File: src/rtl/alu_share_arbiter.sv
// alu_share_arbiter: round-robin arbiter that time-shares one combinational ALU between NREQ requesters.
// Optional ALU_SHARE_DIVZERO_GUARD_EN adds a div_zero output; it also makes mod-by-zero bypass the ALU.
module alu_share_arbiter #(
  parameter int N        = 32,
  parameter int NREQ     = 2,
  parameter int FAST_LAT = 1,
  parameter int SLOW_LAT = 4
) (
  input  logic              clk,
  input  logic              rst,
  input  logic [NREQ-1:0]   req,
  input  logic [3*NREQ-1:0] req_opcode,
  input  logic [N*NREQ-1:0] req_a,
  input  logic [N*NREQ-1:0] req_b,
  output logic [NREQ-1:0]   ack,
  output logic [N-1:0]      result,
  output logic              carryout,
  output logic [2:0]        grant_id,
  output logic              busy,
  output logic [2:0]        alu_opcode,
  output logic [N-1:0]      alu_a,
  output logic [N-1:0]      alu_b,
  input  logic [N-1:0]      alu_result,
  input  logic              alu_carryout
`ifdef ALU_SHARE_DIVZERO_GUARD_EN
  ,
  output logic              div_zero
`endif
);
  localparam int MAXLAT = (FAST_LAT > SLOW_LAT) ? FAST_LAT : SLOW_LAT;
  localparam int CW = $clog2(MAXLAT + 1);
  typedef enum logic [1:0] {IDLE, EXEC, DONE} state_t;
  state_t          state_q, state_d;
  logic [CW-1:0]   cnt_q, cnt_d;
  logic [2:0]      op_q, op_d;
  logic [N-1:0]    a_q, a_d, b_q, b_d;
  logic [2:0]      gid_q, gid_d;
  logic [2:0]      last_q, last_d;
  logic [N-1:0]    res_q, res_d;
  logic            co_q, co_d;
  logic            dz_q, dz_d;
  logic [7:0]      rq;
  logic [2:0]      ops [8];
  logic [N-1:0]    as [8];
  logic [N-1:0]    bs [8];
  logic [2:0]      idx, win;
  logic            found;
  logic [CW-1:0]   win_cnt;
  // Unpack the requester buses into 8-entry arrays so a 3-bit index selects exactly.
  for (genvar g = 0; g < 8; g++) begin : g_unpack
    if (g < NREQ) begin : g_on
      assign rq[g]  = req[g];
      assign ops[g] = req_opcode[3*g +: 3];
      assign as[g]  = req_a[N*g +: N];
      assign bs[g]  = req_b[N*g +: N];
    end else begin : g_off
      assign rq[g]  = 1'b0;
      assign ops[g] = 3'd0;
      assign as[g]  = '0;
      assign bs[g]  = '0;
    end
  end
  always_comb begin
    win   = 3'd0;
    found = 1'b0;
    idx   = last_q;
    for (int k = 0; k < NREQ; k++) begin
      idx = (idx == 3'(NREQ - 1)) ? 3'd0 : idx + 3'd1;
      if (!found && rq[idx]) begin
        win   = idx;
        found = 1'b1;
      end
    end
    win_cnt = (ops[win] == 3'b010 || ops[win] == 3'b011) ? CW'(SLOW_LAT - 1) : CW'(FAST_LAT - 1);
  end
  always_comb begin
    state_d = state_q;
    cnt_d   = cnt_q;
    op_d    = op_q;
    a_d     = a_q;
    b_d     = b_q;
    gid_d   = gid_q;
    last_d  = last_q;
    res_d   = res_q;
    co_d    = co_q;
    dz_d    = 1'b0;
    case (state_q)
      IDLE: if (found) begin
        op_d    = ops[win];
        a_d     = as[win];
        b_d     = bs[win];
        gid_d   = win;
        cnt_d   = win_cnt;
        state_d = EXEC;
`ifdef ALU_SHARE_DIVZERO_GUARD_EN
        if (ops[win] == 3'b011 && bs[win] == '0) begin
          state_d = DONE;
          res_d   = '0;
          co_d    = 1'b0;
          dz_d    = 1'b1;
        end
`endif
      end
      EXEC: if (cnt_q != '0) begin
        cnt_d = cnt_q - 1'b1;
      end else begin
        res_d   = alu_result;
        co_d    = alu_carryout;
        state_d = DONE;
      end
      DONE: begin
        last_d  = gid_q;
        state_d = IDLE;
      end
      default: state_d = IDLE;
    endcase
  end
  always_ff @(posedge clk or posedge rst) begin
    if (rst) begin
      state_q <= IDLE;
      cnt_q   <= '0;
      op_q    <= '0;
      a_q     <= '0;
      b_q     <= '0;
      gid_q   <= '0;
      last_q  <= 3'(NREQ - 1);
      res_q   <= '0;
      co_q    <= 1'b0;
      dz_q    <= 1'b0;
    end else begin
      state_q <= state_d;
      cnt_q   <= cnt_d;
      op_q    <= op_d;
      a_q     <= a_d;
      b_q     <= b_d;
      gid_q   <= gid_d;
      last_q  <= last_d;
      res_q   <= res_d;
      co_q    <= co_d;
      dz_q    <= dz_d;
    end
  end
  assign ack        = {NREQ{state_q == DONE}} & (NREQ'(1) << gid_q);
  assign busy       = state_q != IDLE;
  assign result     = res_q;
  assign carryout   = co_q;
  assign grant_id   = gid_q;
  assign alu_opcode = op_q;
  assign alu_a      = a_q;
  assign alu_b      = b_q;
`ifdef ALU_SHARE_DIVZERO_GUARD_EN
  assign div_zero   = dz_q;
`else
  logic unused_dz;
  assign unused_dz  = dz_q;
`endif
endmodule

File: config.mk
export PLATFORM = sky130hd
export DESIGN_NAME = alu_share_arbiter
export DESIGN_NICKNAME = d
export VERILOG_FILES = /design/src/rtl/alu_share_arbiter.sv
export SDC_FILE = /design/constraint.sdc
export NUM_CORES = 1
export LEC_CHECK = 0
export CORE_ASPECT_RATIO = 1.5
export CORE_MARGIN = 4
export CORE_UTILIZATION = 38
export DETAILED_ROUTE_END_ITERATION = 16
export PLACE_DENSITY = 0.89
export SYNTH_ARGS = -nofsm -noshare
export SYNTH_HDL_FRONTEND = slang
export SYNTH_SLANG_ARGS = --single-unit
File: constraint.sdc
create_clock -name clk -period 4.6 [get_ports clk]
set_input_delay 0.92 -clock clk [delete_from_list [all_inputs] [get_ports clk]]
set_output_delay 0.92 -clock clk [all_outputs]
set_load 0.005 [all_outputs]
Yosys cells after proc, flatten, opt, wreduce, memory -nomap -nowiden --
Cells that the tools add are included.
Cells by class: add/subtract/negate cells 3, magnitude comparators 3, equal/unequal tests 9, shift-type cells 1, multiplexer cells 26, bitwise gates (word level) 3, reduce and logical (&&, ||, !) cells 11
Operators by type and width (number):
- $bmux 32 s3 | 2
- $mux 32 | 4
- $mux 3 | 8
- $bmux 3 s3 | 1
- $lt 3x4->1 const B | 2
- $add 3x1->3 const B | 2
- $bmux 1 s3 | 2
- $eq 3x1->1 const B | 2
- $eq 3x2->1 const B | 2
- $mux 2 | 3
- $ne 2x2->1 const B | 3
- $pmux 3 s2 | 1
- $reduce_and 2->1 | 3
- $ge 4x4->1 const B | 1
- $mux 1 | 4
- $not 3->4 | 1
- $pmux 2 s2 | 1
- $reduce_bool 2->1 | 2
- $reduce_and 3->1 | 1
- $reduce_bool 3->1 | 1
- $shl 1x3->2 const A | 1
- $sub 3x1->3 const B | 1
- $and 2x2->2 | 1
- $eq 2x1->1 const B | 1
- 6 further kinds | 6
Word-level totals: bits in registers 111, input port bits 171, logic and storage cells 65

Depth between registers and ports, before layout --
word-level depth 17, gate-level depth with buffers 7, depth with buffers taken out 6

Worst setup path before layout --
OpenSTA, ideal clock, no wires.
path kind input port to flip-flop, start point input port req[0], end point register cnt_q[0], library setup time 122 ps, arrival time 1966 ps, path slack 2513 ps, cell stages on the path 6, cells stage by stage a211oi_1 o21a_1 buf_2 buf_4 o211ai_1 a32o_1
Between the ends: word-level cells in the longest chain between the ends 15
RTL lines:
- start, declared | line 11 | input logic [NREQ-1:0] req,
- $bmux 1 s3 | line 69 | if (!found && rq[idx]) begin
- $mux 1 (not written as such) | line 69
- $mux 1 | line 69
- $logic_not 1->1 | line 69
- $logic_and 1x1->1 | line 69
- $mux 3 | line 69
- $not 3->4 (not written as such) | line 74 | win_cnt = (ops[win] == 3'b010 || ops[win] == 3'b011) ? CW'(SLOW_LAT - 1) : CW'(FAST_LAT - 1);
- $bmux 3 s3 | line 74
- $mux 3 (not written as such) (2 in a row) | line 74
- $eq 3x2->1 | line 74
- $logic_or 1x1->1 | line 74
- $mux 2 | line 74
- $mux 3 | line 88 | IDLE: if (found) begin
- $pmux 3 s2 | line 87 | case (state_q)
- end signal, assigned | line 132 | cnt_q <= cnt_d;
- end, declared | line 34 | logic [CW-1:0] cnt_q, cnt_d;
Several ways; a longest one is shown, not always the timed one. The select of a mux whose other input is x is not followed. A chain may end at the register's enable or synchronous reset.

Worst setup path after layout --
Ends and elaborated chain as after synthesis.

==> results.py <==
metrics = {
    "logic_synthesis": {
        "synth_seq_cells": 111,
        "synthCells": 496,
        "yosysWarnings": 0,
        "ys_seq_area_share_pct": 58.0,
        "yosysUniqueCellTypes": 31,
        "syn_area_per_cell_um2": 9.66,
        "syn-cell-area_um2": 4790,
        "syn_nets": 669,
    },
    "cells_and_area": {
        "finish.net_count": 929,
        "diodes": 0,
        "final_util_pct": 64.4,
        "drive_gt1_share_pct": 5.52,
        "final_cell_area_um2": 8020,
        "n_fill_cell": 962,
        "area_growth_pct": 67.4,
    },
    "timing": {
        "final-setup-viol-count": 0,
        "rsz0062_at_grt": "no",
        "tns_ns": 0,
        "slew_headroom_pct": 29.3,
        "hold_viol": 0,
        "holdWs_ns": 0.489,
        "slew_violations": 0,
        "fin_skew_ns": 0.00677,
        "post-route-min-period_ns": 2.83,
        "fmax_ghz": 0.353,
        "fin_crit_sh_pct": 61.6,
        "tightest_slew_ns": 1.06,
    },
    "global_route": {
        "overflow": 0,
        "met1_usage_pct": 22.4,
        "grt_pass1_wl_um": 23900,
        "gr-usage-met3_pct": 5.23,
        "met2_usage_pct": 37.2,
        "antenna_found_initial": 0,
        "track_usage_pct": 20.7,
        "first_global_vias": 4694,
        "grt_start_max_net_pins": 72,
        "grt_busiest_layer": "met2",
    },
    "pwr": {
        "p_sw_w": 0.00158,
        "p_int_w": 0.00330,
        "p_leak_nw": 3.34,
        "pwr-share-comb_pct": 47.0,
        "clkPwrFrac_pct": 17.6,
        "pwr_density_cell_nw_per_um2": 609,
        "irDropWorstVdd_uv": 310,
        "seqPwrFrac_pct": 35.4,
        "power_switching_share_pct": 32.3,
    },
    "floorplan": {
        "die_y_um": 146,
        "core_area_um2": 12400,
        "start_util_pct": 38.5,
        "io_pins": 277,
        "die_area_um2": 14500,
        "rows": 50,
        "die_w_um": 99.7,
    },
    "critical_path": {
        "path_buf_inv": 2,
        "crit_chain": "clkdlybuf4s50_1, a211oi_1, o21a_2, buf_4, o211ai_1, a32o_1",
        "critical-path-max-stage-delay_ns": 0.56,
        "crit_path_max_fanout": 28,
        "cp_slowest_cell": "a211oi_1",
        "cp_top_family": "compound AO/OA/AOI/OAI gates",
        "path_depth": 6,
        "arrival_ns": 3.06,
        "startpoint_type": "primary input",
        "r2r_cells": 5,
        "end_kind": "register",
        "cp_data_required_time_ns": 4.83,
        "path_class": "in -> reg",
    },
    "route": {
        "wl_per_cell_um": 16.9,
        "ant_nets": 0,
        "wirelength_um": 15500,
        "vias_per_cell": 4.98,
        "drt_pass1_iterations": 4,
        "num_vias": 4571,
        "drc": 0,
        "first_iter_violations": 99,
    },
    "outcome": {
        "status": "finished clean",
    },
    "placement": {
        "portBuffers": 276,
        "hpwl_um": 11900,
        "gp_congestion": 0.872,
        "placed_cell_area_um2": 7690,
    },
    "cts": {
        "clk_path_buf_depth": 2,
        "clock-sinks": 111,
        "cts_buffers": 9,
        "cts_setup_buffers": 0,
        "cts_tree": "yes",
        "ctsRootBufferMaster": "clkbuf_16",
        "cts.reportedPaths.clkPinSlew_ns": 0.08,
        "cts-htree-levels": 3,
        "cts-resized-gates": 0,
        "clkLatencyLatePin_ns": 0.34,
        "cts_hold_buf": 0,
    },
    "hold_path": {
        "hold_class": "reg -> reg",
        "worstHoldPathCells": 1,
    },
    "flow_run": {
        "cap_violations": 0,
    },
}
metal layers:
layer  wire [µm]  vias to the layer above
li1            -                     2188
met1        5640                     2158
met2        8180                      186
met3        1020                       39
met4         630                        0
met5           0                        -
through the flow:
stage / power (W) / cells / setup WS (ns)
floorplan: 0.00272 / 496 / 0.751
global placement: 0.00398 / 901 / 1.51
detailed placement: 0.00408 / 901 / 1.42
CTS: 0.00494 / 917 / 1.79
global route: 0.00523 / 917 / 1.60
finish: 0.00488 / 917 / 1.77
path summary, 6_finish.rpt:
check	to	startpoint	slack [ns]
worst max register to register	cnt_q[0]	last_q[0]	2.37
worst min-delay path	result[17]	result[17]	0.49
worst max-delay path	cnt_q[0]	req[0]	1.77
max in group asynchronous	last_q[0]	rst	2.79
worst min register to register	result[17]	result[17]	0.49
min in group asynchronous	result[31]	rst	1.03
layout by cell type (no fill, tap or decap), types with 2 or more instances in the layout:
| master | count |
|---|---|
| a21oi_1 | 2 |
| dfrtp_1 | 110 |
| buf_12 | 2 |
| o211ai_1 | 3 |
| clkbuf_16 | 9 |
| mux2_1 | 20 |
| ha_1 | 2 |
| clkdlybuf4s50_1 | 276 |
| nand2b_1 | 4 |
| a31oi_1 | 67 |
| buf_4 | 4 |
| mux2_2 | 13 |
| nor2_1 | 68 |
| nor4_1 | 2 |
| nor2b_1 | 2 |
| inv_6 | 2 |
| inv_1 | 4 |
| and2_1 | 2 |
| bufinv_16 | 2 |
| nand2_1 | 146 |
power groups by stage:
stage | clock [W] | combinational, W | sequential [W]
floorplan | 0 | 0.000963 | 0.00175
global placement | 0 | 0.00226 | 0.00172
detailed placement | 0 | 0.00233 | 0.00175
CTS | 0.000874 | 0.00234 | 0.00173
global route | 0.000916 | 0.00252 | 0.00179
finish | 0.000858 | 0.00229 | 0.00173
flip-flops by register name (all words and copies together) (netlist names):
name and flops:
alu_a 32, alu_b 32, result 32, alu_opcode 3, cnt_q 3, grant_id 3
last_q 3, state_q 2, carryout 1
synth_stat cells (all sizes together):
| library cell | instances | area (µm²) |
|---|---|---|
| nand2b | 4 | 25.0 |
| mux2 | 33 | 372 |
| a211oi | 2 | 20.0 |
| a21oi | 2 | 10.0 |
| nor2 | 69 | 259 |
| o2111ai | 1 | 8.76 |
| nor2b | 2 | 12.5 |
| a211o | 1 | 8.76 |
| o21ai | 3 | 15.0 |
| or3 | 1 | 6.26 |
| dfstp | 1 | 26.3 |
| and4b | 1 | 10.0 |
| inv | 5 | 18.8 |
| ha | 2 | 25.0 |
| o211ai | 3 | 22.5 |
| a31oi | 67 | 419 |
| nand2 | 146 | 548 |
| buf | 25 | 130 |
| and2 | 2 | 12.5 |
| o21a | 2 | 15.0 |
| mux2i | 1 | 10.0 |
| or2 | 2 | 12.5 |
| dfrtp | 110 | 2750 |
| clkbuf | 8 | 30.0 |
| nor4 | 2 | 12.5 |
| a32o | 1 | 10.0 |
area by class of cell:
type / count / area (µm²) / share of cell area [%]
sequential: 111 / 2780 / 34.6
tap: 156 / 195 / 2.43
clock buffer: 10 / 239 / 2.98
multi-input combinational: 347 / 1860 / 23.2
timing repair buffer: 282 / 2830 / 35.3
clock inverter: 6 / 91.3 / 1.14
inverter: 5 / 21.3 / 0.265
logic make-up (layout without fill, tap and decap cells):
| kind of cell | count (synthesis) | count (layout) | synth area share [%] |
|---|---|---|---|
| and+or+nand+nor | 229 | 229 | 18.7 |
| DFF | 111 | 111 | 58.0 |
| AOI/OAI and AO/OA | 82 | 82 | 11.0 |
| buffers and inverters | 38 | 303 | 3.73 |
| muxes | 34 | 34 | 7.96 |
| adders and majority gates | 2 | 2 | 0.522 |
Power figures use the tool's default switching activity.
